File: src/rtl/fetch_pkg.sv
// ============================================================================
// fetch_pkg: shared state encoding, widths and next-PC select codes. Rev 1.0
// ============================================================================
`default_nettype none

package fetch_pkg;

   localparam int          INSTR_W = 32;
   localparam logic [31:0] PC_INC  = 32'd4;

   localparam logic [1:0] ST_RESET_ENC = 2'd0;
   localparam logic [1:0] ST_FETCH_ENC = 2'd1;
   localparam logic [1:0] ST_ISSUE_ENC = 2'd2;
   localparam logic [1:0] ST_HALT_ENC  = 2'd3;

   typedef enum logic [1:0] {
      RESET_ST = ST_RESET_ENC,
      FETCH    = ST_FETCH_ENC,
      ISSUE    = ST_ISSUE_ENC,
      HALT     = ST_HALT_ENC
   } fetch_state_t;

   localparam logic [1:0] SEQ = 2'd0;
   localparam logic [1:0] BR  = 2'd1;
   localparam logic [1:0] JMP = 2'd2;

endpackage

`default_nettype wire

File: src/rtl/next_pc_calc.sv
// ============================================================================
// next_pc_calc: combinational next-PC selection (sequential/branch/jump). Rev 1.0
// ============================================================================
`default_nettype none

module next_pc_calc
   import fetch_pkg::*;
(
   input  logic [31:0] pc_out,
   input  logic        jump,
   input  logic [25:0] jump_target,
   input  logic        branch_taken,
   input  logic [15:0] branch_offset,
   output logic [31:0] next_pc
);

   logic [1:0]  sel;
   logic [31:0] seq_pc;
   logic [31:0] br_off;

   always_comb begin
      seq_pc = pc_out + PC_INC;
      br_off = {{14{branch_offset[15]}}, branch_offset, 2'b00};
      // jump has priority over a simultaneous taken branch
      if (jump)              sel = JMP;
      else if (branch_taken) sel = BR;
      else                   sel = SEQ;
      case (sel)
         JMP:     next_pc = {seq_pc[31:28], jump_target, 2'b00};
         BR:      next_pc = seq_pc + br_off;
         default: next_pc = seq_pc;
      endcase
   end

endmodule

`default_nettype wire

File: src/rtl/fetch_sequencer.sv
// ============================================================================
// fetch_sequencer: multi-cycle PC owner / imem fetch controller with watchdog. Rev 1.0
// ============================================================================
`default_nettype none

module fetch_sequencer
   import fetch_pkg::*;
#(
   parameter logic [31:0] RESET_PC = 32'h0000_0000,
   parameter int          TIMEOUT  = 16
) (
   input  logic               clk,
   input  logic               reset,
   output logic               imem_req,
   output logic [31:0]        imem_addr,
   input  logic               imem_ready,
   input  logic [31:0]        imem_rdata,
   output logic               instr_valid,
   output logic [INSTR_W-1:0] instr_out,
   output logic [31:0]        pc_out,
   input  logic               core_accept,
   input  logic               jump,
   input  logic [25:0]        jump_target,
   input  logic               branch_taken,
   input  logic [15:0]        branch_offset,
   output logic               timeout_err
);

   localparam int CNT_W = $clog2(TIMEOUT + 1);

   fetch_state_t       state_q, state_d;
   logic [31:0]        pc_q, pc_d;
   logic               imem_req_q, imem_req_d;
   logic               instr_valid_q, instr_valid_d;
   logic [INSTR_W-1:0] instr_out_q, instr_out_d;
   logic [31:0]        pc_out_q, pc_out_d;
   logic               timeout_err_q, timeout_err_d;
   logic [CNT_W-1:0]   wait_cnt_q, wait_cnt_d;
   logic [CNT_W-1:0]   wait_inc;
   logic [31:0]        next_pc;

   next_pc_calc u_next_pc (
      .pc_out        (pc_out_q),
      .jump          (jump),
      .jump_target   (jump_target),
      .branch_taken  (branch_taken),
      .branch_offset (branch_offset),
      .next_pc       (next_pc)
   );

   always_comb begin
      state_d       = state_q;
      pc_d          = pc_q;
      imem_req_d    = imem_req_q;
      instr_valid_d = instr_valid_q;
      instr_out_d   = instr_out_q;
      pc_out_d      = pc_out_q;
      timeout_err_d = timeout_err_q;
      wait_cnt_d    = wait_cnt_q;
      wait_inc      = wait_cnt_q + CNT_W'(1);
      case (state_q)
         RESET_ST: begin
            state_d    = FETCH;
            imem_req_d = 1'b1;
            wait_cnt_d = '0;
         end
         FETCH: begin
            if (imem_ready) begin
               instr_out_d   = imem_rdata;
               pc_out_d      = pc_q;
               instr_valid_d = 1'b1;
               imem_req_d    = 1'b0;
               wait_cnt_d    = '0;
               state_d       = ISSUE;
            end else if (wait_inc == CNT_W'(TIMEOUT)) begin
               wait_cnt_d    = wait_inc;
               timeout_err_d = 1'b1;
               imem_req_d    = 1'b0;
               state_d       = HALT;
            end else begin
               wait_cnt_d = wait_inc;
            end
         end
         ISSUE: begin
            // redirect inputs only matter in the handshake cycle
            if (core_accept) begin
               pc_d          = next_pc;
               instr_valid_d = 1'b0;
               wait_cnt_d    = '0;
               imem_req_d    = 1'b1;
               state_d       = FETCH;
            end
         end
         HALT: begin
            imem_req_d    = 1'b0;
            instr_valid_d = 1'b0;
            timeout_err_d = 1'b1;
         end
         default: state_d = RESET_ST;
      endcase
   end

   always_ff @(posedge clk) begin
      if (!reset) begin
         state_q       <= RESET_ST;
         pc_q          <= RESET_PC;
         imem_req_q    <= 1'b0;
         instr_valid_q <= 1'b0;
         instr_out_q   <= '0;
         pc_out_q      <= '0;
         timeout_err_q <= 1'b0;
         wait_cnt_q    <= '0;
      end else begin
         state_q       <= state_d;
         pc_q          <= pc_d;
         imem_req_q    <= imem_req_d;
         instr_valid_q <= instr_valid_d;
         instr_out_q   <= instr_out_d;
         pc_out_q      <= pc_out_d;
         timeout_err_q <= timeout_err_d;
         wait_cnt_q    <= wait_cnt_d;
      end
   end

   assign imem_req    = imem_req_q;
   assign imem_addr   = pc_q;
   assign instr_valid = instr_valid_q;
   assign instr_out   = instr_out_q;
   assign pc_out      = pc_out_q;
   assign timeout_err = timeout_err_q;

endmodule

`default_nettype wire

File: config.mk
export PLATFORM = sky130hd
export DESIGN_NAME = fetch_sequencer
export DESIGN_NICKNAME = d
export VERILOG_FILES = /design/src/rtl/fetch_pkg.sv /design/src/rtl/next_pc_calc.sv /design/src/rtl/fetch_sequencer.sv
export SDC_FILE = /design/constraint.sdc
export NUM_CORES = 1
export LEC_CHECK = 0
export BUFFER_PORTS_ARGS = -buffer_cell sky130_fd_sc_hd__buf_4
export CAP_MARGIN = 20
export CORE_ASPECT_RATIO = 0.7
export CORE_MARGIN = 4
export CORE_UTILIZATION = 45
export DETAILED_ROUTE_END_ITERATION = 10
export PLACE_DENSITY = 0.68
export SLEW_MARGIN = 20
export SYNTH_ARGS = -nofsm -noshare
export SYNTH_HDL_FRONTEND = slang
export SYNTH_SLANG_ARGS = --single-unit
File: constraint.sdc
create_clock -name clk -period 4.7 [get_ports clk]
set_input_delay 0.705 -clock clk [delete_from_list [all_inputs] [get_ports clk]]
set_output_delay 0.705 -clock clk [all_outputs]
set_load 0.005 [all_outputs]
==> qor.yml <==
critical_path:
  path_max_fanout: 8
  critPathKind: "reg -> reg"
  cp-start-kind: "flop"
  cp.arrival_ns: 4.10
  worstPathRequired_ns: 4.97
  end_kind: "flop"
outcome:
  outcome: "completed"
clock_tree:
  cts_made_buffers: 9
  cts.sinks: 106
  cts_root_buf: "clkbuf_16"
  htreeDepth: 3
  clk_latency_ns: 0.36
  clockBufferDepth: 2
  post_cts.repair.setup_buffers: 0
  cts_hold_buf: 0
  ctsResizeCount: 0
  path_clk_slew_ns: 0.08
  cts_tree: "yes"
yosys:
  netlist_instances: 841
  synth_top_cell_by_area: "dfxtp_1"
  synth_cell_types: 65
  ys_ff_latch: 106
  syn-num-nets: 957
  yosys-top-cells-area: "dfxtp_1, nand2_1, a21boi_0"
  ys.flop_type: "dfxtp_1"
  synthTopCellsByCount: "nand2_1, dfxtp_1, a21boi_0"
  synth_edf_count: 0
  postSynthAreaPerCell_um2: 7.80
  synth_most_common_cell: "nand2_1"
  ys_seq_area_frac: 0.324
  synth_warnings: 0
  async_reset_ff_frac: 0
  netlist_area_mm2: 0.00656
  yosysTopAreaCellShare: 0.324
timing:
  tns_ns: 0
  setup-violations-final: 0
  hold_violations: 0
  slew_headroom: 0.385
  finClkSkew_ns: 0.0130
  rsz0062_at_grt: "no"
  finalCriticalPeriod_ns: 3.84
  fmax_mhz: 261
  slew_violations: 0
  worst_slew_pin_slew_ns: 0.923
  period_share: 0.816
floorplan:
  core.rowCount: 36
  io_pins: 179
  dieArea_mm2: 0.0166
  initial_core_util: 0.465
  die_y_um: 109
  fp.coreArea_mm2: 0.0141
  die_w_um: 152
power:
  max-vdd-ir-drop_uv: 178
  power.leakage_uw: 0.00353
  p_per_area_mw_per_mm2: 242
  p_total_uw: 2010
drt:
  firstDrtPassIters: 5
  drtIter0Drc: 445
  drtAntennaViolNets: 0
  wire_per_inst_um: 18.3
  vias_per_cell: 5.59
  vias: 6643
  routed_wl_mm: 21.8
  drc: 0
grt:
  grt_max_degree: 94
  grt_overflow: 0
  track_usage: 0.254
  first_global_vias: 5948
  grt_pass1_wl_mm: 33.7
  antenna_found_initial: 0
job:
  cap_violations: 0
hold_path:
  min_path_type: "reg -> reg"
final_layout:
  nFillCells: 1319
  instances_no_fill: 1188
  area_growth_pct: 26.5
  multi_input_area_mm2: 0.00422
  layout-drive-gt1-share: 0.218
  n_antenna_cell: 0
  fin_nets: 1109
  seqCellArea_mm2: 0.00212
placed_design:
  gp_congestion: 0.981
  numPortBuffers: 178
  placedCellCount: 1172
  post-dp-hpwl_mm: 16.2
==> worst max-delay path: stages, from the launching register on <==
cell and delay, ns:
dfxtp_1 0.45, ha_1 0.27, nand3_1 0.22, nor3_2 0.40, nand4_1 0.16, xnor2_1 0.21, ha_1 0.35, nand3_1 0.14
nor3_1 0.07, a2111oi_2 0.38, o21ai_1 0.15, o21a_1 0.22, or3_1 0.37, and4_4 0.20, o31ai_2 0.15
==> report_power, final <==
group          switching, uW  total [uW]  internal [uW]
combinational            171         311            141
clock                    376         750            374
sequential              21.2         945            924
total                    568        2010           1440
==> metal layers <==
| layer | share of wire | up-vias | GRT usage | wire length (um) |
|---|---|---|---|---|
| met1 | 0.48 | 3066 | 0.373 | 10500 |
| met5 | 0 | - | 0 | 0 |
| met2 | 0.41 | 276 | 0.370 | 8940 |
| met4 | 0.015 | 0 | 0.0577 | 321 |
| met3 | 0.091 | 25 | 0.0682 | 1980 |
| li1 | - | 3276 | - | - |
==> per-stage QoR <==
step           hold WS (ns)  instance area (um^2)  worst slack [ns]   util
3_3_place_gp          0.455                  8010             0.971  0.568
5_1_grt               0.489                  8300             0.458  0.588
2_1_floorplan         0.457                  6560              1.28      -
4_1_cts               0.470                  8300             0.848  0.588
6_report              0.466                  8300             0.864  0.588
3_5_place_dp          0.459                  8010             0.871  0.568
==> sequential cells by signal, summed over array words and instances (netlist names) <==
signal	flops
imem_addr	32
wait_cnt_q	5
instr_valid	1
timeout_err	1
pc_out	32
imem_req	1
state_q	2
instr_out	32
==> area by class of cell <==
cell class / count / share of cell area
clock inverter: 6 / 0.00694
inverter: 16 / 0.00724
timing repair buffer: 183 / 0.166
sequential: 106 / 0.256
multi-input combinational: 677 / 0.508
tap: 190 / 0.0287
clock buffer: 10 / 0.0276
==> cell usage in the layout (no fill, tap or decap), types with 4 or more instances in the layout <==
cell         n
a21oi_1     37
nor2b_1      8
buf_4      183
clkbuf_16    9
nand4_1     14
nor3_2       4
ha_1        35
a32oi_1      5
and2_1      10
or3_1        6
o22ai_1      4
and3_1       7
o211ai_1    11
nor3_1       9
a21boi_0    71
nand3_1     34
o31ai_1      4
inv_1       16
o21ai_1      4
nor2_1      42
and4_1       5
xnor2_1     28
o21ai_0     34
xor2_1      15
nand2b_1     6
dfxtp_1    106
a21o_1      12
a211oi_1     8
o21a_1       6
nand2_1    196
mux2i_1     11
==> worst paths after layout <==
check	start	endpoint	slack (ns)	depth (start not counted)
min reg2reg	instr_out[23]$_SDFFE_PN0P_	instr_out[23]$_SDFFE_PN0P_	0.47	2
max reg2reg	pc_out[2]$_SDFFE_PN0P_	imem_addr[31]$_SDFFE_PN0P_	0.86	14
min	instr_out[23]$_SDFFE_PN0P_	instr_out[23]$_SDFFE_PN0P_	0.47	2
max	pc_out[2]$_SDFFE_PN0P_	imem_addr[31]$_SDFFE_PN0P_	0.86	14
==> cells by family after synthesis <==
logic type	share of synthesized area
simple gates	0.251
buf+inv	0.0345
compound gates	0.244
xor+xnor	0.0599
fa+ha+maj	0.0698
flops	0.324
mux	0.0168
Power figures use the tool's default switching activity.
